**src/rtl/mul_share_arbiter_if.sv**
```systemverilog
// Bundle of requester-side and multiplier-side signals around the shared multiplier arbiter.
// slave is the arbiter's view; master is the environment (requesters plus multiplier).
interface mul_share_arbiter_if #(
  parameter int N_REQ = 4,
  parameter int WIDTH = 16,
  parameter int IDX_W = 2
);
  logic [N_REQ-1:0]       req;
  logic [N_REQ*WIDTH-1:0] a_in;
  logic [N_REQ*WIDTH-1:0] b_in;
  logic [N_REQ-1:0]       ack;
  logic [WIDTH-1:0]       rsp_data;
  logic                   busy;
  logic [IDX_W-1:0]       grant_id;
  logic                   mul_start;
  logic [WIDTH-1:0]       mul_a;
  logic [WIDTH-1:0]       mul_b;
  logic [WIDTH-1:0]       mul_result;
  logic                   mul_done;

  modport slave (
    input  req, a_in, b_in, mul_result, mul_done,
    output ack, rsp_data, busy, grant_id, mul_start, mul_a, mul_b
  );

  modport master (
    output req, a_in, b_in, mul_result, mul_done,
    input  ack, rsp_data, busy, grant_id, mul_start, mul_a, mul_b
  );
endinterface

```
**src/rtl/mul_share_arbiter.sv**
```systemverilog
// Round-robin arbiter sharing one start/done multiplier among N_REQ requesters.
// Operands are captured at grant; the product returns with a one-hot, one-cycle ack.
module mul_share_arbiter #(
  parameter int N_REQ = 4,
  parameter int WIDTH = 16,
  parameter int IDX_W = 2
) (
  input  logic                clk,
  input  logic                reset,
  mul_share_arbiter_if.slave  bus
);

  typedef enum logic [1:0] {
    IDLE  = 2'd0,
    START = 2'd1,
    WAIT  = 2'd2,
    RESP  = 2'd3
  } state_t;

  localparam logic [IDX_W-1:0] LAST_RESET = IDX_W'(N_REQ - 1);

  state_t             state_q, state_d;
  logic [N_REQ-1:0]   ack_q, ack_d;
  logic [WIDTH-1:0]   rsp_q, rsp_d;
  logic               busy_q, busy_d;
  logic [IDX_W-1:0]   grant_q, grant_d;
  logic               start_q, start_d;
  logic [WIDTH-1:0]   a_q, a_d;
  logic [WIDTH-1:0]   b_q, b_d;
  logic [IDX_W-1:0]   last_q, last_d;

  // Round-robin pick: first set request strictly after the last served index.
  logic               found;
  logic [IDX_W-1:0]   pick;
  int                 idx;

  always_comb begin
    found = 1'b0;
    pick  = last_q;
    idx   = 0;
    for (int k = 1; k <= N_REQ; k++) begin
      idx = int'(last_q) + k;
      if (idx >= N_REQ) idx = idx - N_REQ;
      if (!found && bus.req[idx]) begin
        found = 1'b1;
        pick  = IDX_W'(idx);
      end
    end
  end

  always_comb begin
    // NOTE: every combinational output gets a default first so no path leaves it unassigned, which would infer a latch.
    state_d = state_q;
    ack_d   = ack_q;
    rsp_d   = rsp_q;
    busy_d  = busy_q;
    grant_d = grant_q;
    start_d = start_q;
    a_d     = a_q;
    b_d     = b_q;
    last_d  = last_q;

    unique case (state_q)
      IDLE: begin
        if (found) begin
          grant_d = pick;
          a_d     = bus.a_in[pick*WIDTH +: WIDTH];
          b_d     = bus.b_in[pick*WIDTH +: WIDTH];
          start_d = 1'b1;
          busy_d  = 1'b1;
          state_d = START;
        end
      end
      START: begin
        // mul_done may still be high from the previous operation; ignore it here.
        start_d = 1'b0;
        state_d = WAIT;
      end
      WAIT: begin
        if (bus.mul_done) begin
          rsp_d   = bus.mul_result;
          ack_d   = N_REQ'(1) << grant_q;
          last_d  = grant_q;
          state_d = RESP;
        end
      end
      RESP: begin
        ack_d   = '0;
        busy_d  = 1'b0;
        state_d = IDLE;
      end
      default: begin
        state_d = IDLE;
      end
    endcase
  end

  // NOTE: sequential state uses non-blocking assignments so every register samples pre-edge values.
  always_ff @(posedge clk or negedge reset) begin
    if (!reset) begin
      state_q <= IDLE;
      ack_q   <= '0;
      rsp_q   <= '0;
      busy_q  <= 1'b0;
      grant_q <= '0;
      start_q <= 1'b0;
      a_q     <= '0;
      b_q     <= '0;
      last_q  <= LAST_RESET;
    end else begin
      state_q <= state_d;
      ack_q   <= ack_d;
      rsp_q   <= rsp_d;
      busy_q  <= busy_d;
      grant_q <= grant_d;
      start_q <= start_d;
      a_q     <= a_d;
      b_q     <= b_d;
      last_q  <= last_d;
    end
  end

  assign bus.ack       = ack_q;
  assign bus.rsp_data  = rsp_q;
  assign bus.busy      = busy_q;
  assign bus.grant_id  = grant_q;
  assign bus.mul_start = start_q;
  assign bus.mul_a     = a_q;
  assign bus.mul_b     = b_q;

endmodule

```
**src/flat_wrapper.sv**
```systemverilog
// flat-port wrapper written by rule: the top's interface ports become plain ports
module mul_share_arbiter_flat 
#(
  parameter int N_REQ = 4,
  parameter int WIDTH = 16,
  parameter int IDX_W = 2
)
  (clk, reset, bus_req, bus_a_in, bus_b_in, bus_mul_result, bus_mul_done, bus_ack, bus_rsp_data, bus_busy, bus_grant_id, bus_mul_start, bus_mul_a, bus_mul_b);
  mul_share_arbiter_if #(.N_REQ(N_REQ), .WIDTH(WIDTH), .IDX_W(IDX_W)) bus_i ();
  input  logic clk;
  input  logic reset;
  input wire logic [$bits(bus_i.req)-1:0] bus_req;
  input wire logic [$bits(bus_i.a_in)-1:0] bus_a_in;
  input wire logic [$bits(bus_i.b_in)-1:0] bus_b_in;
  input wire logic [$bits(bus_i.mul_result)-1:0] bus_mul_result;
  input wire logic [$bits(bus_i.mul_done)-1:0] bus_mul_done;
  output wire logic [$bits(bus_i.ack)-1:0] bus_ack;
  output wire logic [$bits(bus_i.rsp_data)-1:0] bus_rsp_data;
  output wire logic [$bits(bus_i.busy)-1:0] bus_busy;
  output wire logic [$bits(bus_i.grant_id)-1:0] bus_grant_id;
  output wire logic [$bits(bus_i.mul_start)-1:0] bus_mul_start;
  output wire logic [$bits(bus_i.mul_a)-1:0] bus_mul_a;
  output wire logic [$bits(bus_i.mul_b)-1:0] bus_mul_b;
  assign bus_i.req = bus_req;
  assign bus_i.a_in = bus_a_in;
  assign bus_i.b_in = bus_b_in;
  assign bus_i.mul_result = bus_mul_result;
  assign bus_i.mul_done = bus_mul_done;
  assign bus_ack = bus_i.ack;
  assign bus_rsp_data = bus_i.rsp_data;
  assign bus_busy = bus_i.busy;
  assign bus_grant_id = bus_i.grant_id;
  assign bus_mul_start = bus_i.mul_start;
  assign bus_mul_a = bus_i.mul_a;
  assign bus_mul_b = bus_i.mul_b;
  mul_share_arbiter #(.N_REQ(N_REQ), .WIDTH(WIDTH), .IDX_W(IDX_W)) u_core (.clk(clk), .reset(reset), .bus(bus_i));
endmodule
```
**config.mk**
```make
export PLATFORM = sky130hd
export DESIGN_NAME = mul_share_arbiter_flat
export DESIGN_NICKNAME = d
export VERILOG_FILES = /design/src/rtl/mul_share_arbiter_if.sv /design/src/rtl/mul_share_arbiter.sv /design/src/flat_wrapper.sv
export SDC_FILE = /design/constraint.sdc
export NUM_CORES = 1
export LEC_CHECK = 0
export CAP_MARGIN = 20
export CORE_MARGIN = 5
export CORE_UTILIZATION = 33
export CTS_CLUSTER_DIAMETER = 40
export CTS_CLUSTER_SIZE = 30
export DETAILED_ROUTE_END_ITERATION = 12
export GPL_TIMING_DRIVEN = 0
export PLACE_DENSITY = 0.76
export SLEW_MARGIN = 20
export SYNTH_ARGS = -nofsm -noshare
export SYNTH_HDL_FRONTEND = slang
export SYNTH_SLANG_ARGS = --single-unit
```
**constraint.sdc**
```tcl
create_clock -name clk -period 2 [get_ports clk]
set_clock_uncertainty 0.15 [all_clocks]
set_input_delay 0.6 -clock clk [delete_from_list [all_inputs] [get_ports clk]]
set_output_delay 0.6 -clock clk [all_outputs]
set_load 0.05 [all_outputs]
```
==> impl_metrics.tcl <==
set metrics [dict create \
    synthTopCellsByCount "65 x mux2i_1, 58 x dfrtp_1, 44 x nand2_1, 32 x o221ai_1, 17 x mux2_2" \
    vias_per_cell 4.96 \
    multi_input_comb_area_sq_mm 0.00171 \
    dieWidth_microns 109 \
    r2r_slack_ns -0.03 \
    synth_edf_count 0 \
    cts_hold_buf 0 \
    setup_violations 9 \
    std_cell_rows 36 \
    cp_common_cell "buf_12" \
    firstDrtPassIters 4 \
    clk_path_buf_depth 2 \
    start_kind "flip-flop" \
    share_comb_of_total_power 0.652 \
    finalHoldViolations 0 \
    synthCells 279 \
    final_util 0.613 \
    area.growth.synth_to_final_pct 82.2 \
    yosysMostFrequentCell "mux2i_1" \
    r2r_cells 7 \
    synth_area_leaders "dfrtp_1 45%, mux2i_1 20%, o221ai_1 8.6%" \
    insertion_delay_ns 0.33 \
    vias 3196 \
    cap_violations 0 \
    antenna_cells 0 \
    io_pins 207 \
    violations "negative setup slack" \
    cts_max_level 3 \
    max_clock_freq_mhz 493 \
    cts_tree "built" \
    cp_top_family "flip-flops" \
    initial_core_util 0.336 \
    peakVddDrop_mv 0.928 \
    globalRouteOverflowTotal 0 \
    grt_max_degree 33 \
    p_int_uw 4900 \
    min_period_over_period 1.01 \
    synth_top_area_cell "dfrtp_1" \
    drive_gt1_frac 0.215 \
    grt_pass1_wl_mm 17.9 \
    ys_async_sr_fraction 1.00 \
    synth_area_sq_mm 0.00326 \
    power_density_mw_per_mm2 1610 \
    r2r_end "u_core.bus.mul_a[13]" \
    wl_mm 12.0 \
    cts-root-buf "clkbuf_8" \
    syn_nets 435 \
    die_y_microns 109 \
    gr-usage-all-layers 0.194 \
    cts_buffers 9 \
    layout_setup_ws_ns -0.0300 \
    final_nets 662 \
    ys_warn_count 0 \
    antenna_found_initial 0 \
    dp_hpwl_mm 9.17 \
    fill_cells 817 \
    crit_arrival_ns 2.08 \
    r2r_start "u_core.last_q[1]" \
    worst_slew_pin_slew_ns 0.527 \
    routedWlPerCell_microns 18.7 \
    slew_headroom 0.650 \
    netlist.area_leader.share 0.446 \
    holdWs_ns 0.0572 \
    antenna_left 0 \
    clkSinkCount 60 \
    coreArea_sq_mm 0.00968 \
    rsz0062_at_grt "true" \
    worst-setup-path-type "reg -> reg" \
    grt_pass1_vias 3473 \
    syn_avg_cell_area_sq_um 11.7 \
    gp_congestion 0.759 \
    synth_cell_types 29 \
    die-area_sq_mm 0.0120 \
    ys_ff_latch 60 \
    outcome "finished with violations" \
    p_sw_frac 0.486 \
    yosysSeqAreaShare 0.462 \
    critPathMaxFanout 6 \
    leakage_uw 0.00264 \
    slew_violations 0 \
    port_buffers 206 \
    power_frac_clock 0.118 \
    final_area_sq_mm 0.00593 \
    cts.clk_slew.worst_paths_ns 0.07 \
    cp_cell_sequence "mux2i_2 -> o221ai_2 -> buf_8 -> buf_12 -> buf_12 -> mux2i_1 -> o221ai_1" \
    sequentialPowerShare 0.230 \
    synth-main-ff-cell "dfrtp_1" \
    critPathBufInv 3 \
    regArea_sq_mm 0.00150 \
    cp.required_ns 2.05 \
    crit_slowest_cell "dfstp_2" \
    drt-initial-drc-count 120 \
    drc 0 \
    endpoint_kind "flip-flop" \
    p_sw_uw 4630 \
    max_stage_delay_ns 0.60 \
    post-route-min-period_ns 2.03 \
    fin_setup_tns_ns -0.0960 \
    hold_class "in -> async" \
    dpl_cell_area_sq_mm 0.00550 \
]
[cells by family after synthesis]
logic type | after synthesis | share of synthesized area
AND/OR/NAND/NOR | 54 | 0.0657
adder cells (fa/ha/maj) | 5 | 0.0192
buffers and inverters | 25 | 0.0572
AO/OA/AOI/OAI | 53 | 0.138
multiplexers | 82 | 0.259
flip-flops | 60 | 0.462
[cell usage in the layout (no fill, tap or decap), types with 12 or more instances in the layout]
master,instances
o221ai_1,26
nand2_1,42
mux2i_1,51
mux2_2,17
clkdlybuf4s15_1,30
mux2i_2,12
clkbuf_2,14
dlygate4sd2_1,14
dfrtp_1,58
clkdlybuf4s50_1,145
[area by class of cell]
cell class	instances	share of cell area
Multi-Input combinational cell	194	0.288
Buffer	15	0.0236
Inverter	7	0.00443
Timing Repair Buffer	219	0.368
Clock buffer	12	0.0261
Tap cell	133	0.0280
Sequential cell	60	0.253
Clock inverter	4	0.00801
[per-layer routing]
metal / up-vias / part of all wire / global-route usage
li1: 1507 / - / -
met1: 1525 / 0.38 / 0.217
met2: 145 / 0.50 / 0.349
met3: 19 / 0.099 / 0.0593
met4: 0 / 0.019 / 0.0632
met5: - / 0 / 0
[flip-flops by register name (all words and copies together), names as in the netlist]
register / cells
u_core.bus.rsp_data: 16
u_core.last_q: 2
u_core.bus.mul_start: 1
u_core.bus.mul_b: 16
u_core.state_q: 2
u_core.bus.mul_a: 16
u_core.bus.ack: 4
u_core.bus.busy: 1
u_core.bus.grant_id: 2
[per-stage QoR]
stage | total power, uW | setup WS, ns | cells
final | 9530 | -0.0300 | 644
after global routing | 10100 | -0.166 | 644
after CTS | 9420 | -0.0549 | 644
after detailed placement | 8250 | -0.803 | 619
after global placement | 8120 | -1.83 | 618
after floorplan | 6180 | 0.117 | 279
[timing repair]
item | CTS | global route
setup buffers | 8 | 2
gates cloned | 3 | 0
pin swaps | 13 | 7
resized for setup | 108 | 72
endpoints found under the hold margin | 0 | 0
endpoints found under the setup margin | 97 | 74
[worst max-delay path by stage]
stage / start / end / depth (start not counted) / slack (ns)
finish: u_core.last_q[1] / u_core.bus.mul_a[13] / 7 / -0.03
global route: u_core.last_q[1] / u_core.bus.mul_a[13] / 7 / -0.17
CTS: u_core.last_q[1] / u_core.bus.mul_a[12] / 7 / -0.05
detailed placement: bus_req[1] / u_core.bus.mul_b[0] / 7 / -0.80
global placement: reset / u_core.bus.rsp_data[8] / 1 / -1.83
floorplan: u_core.state_q[0] / u_core.bus.rsp_data[10] / 6 / 0.12
[power groups by stage]
| stage | Sequential (uW) | Clock [uW] | Combinational, uW |
|---|---|---|---|
| floorplan | 4080 | 0 | 2100 |
| global placement | 2180 | 0 | 5930 |
| detailed placement | 2220 | 0 | 6030 |
| CTS | 2190 | 1170 | 6060 |
| global route | 2280 | 1210 | 6590 |
| finish | 2190 | 1130 | 6210 |
Note: power is estimated with default switching activity, not from simulation.
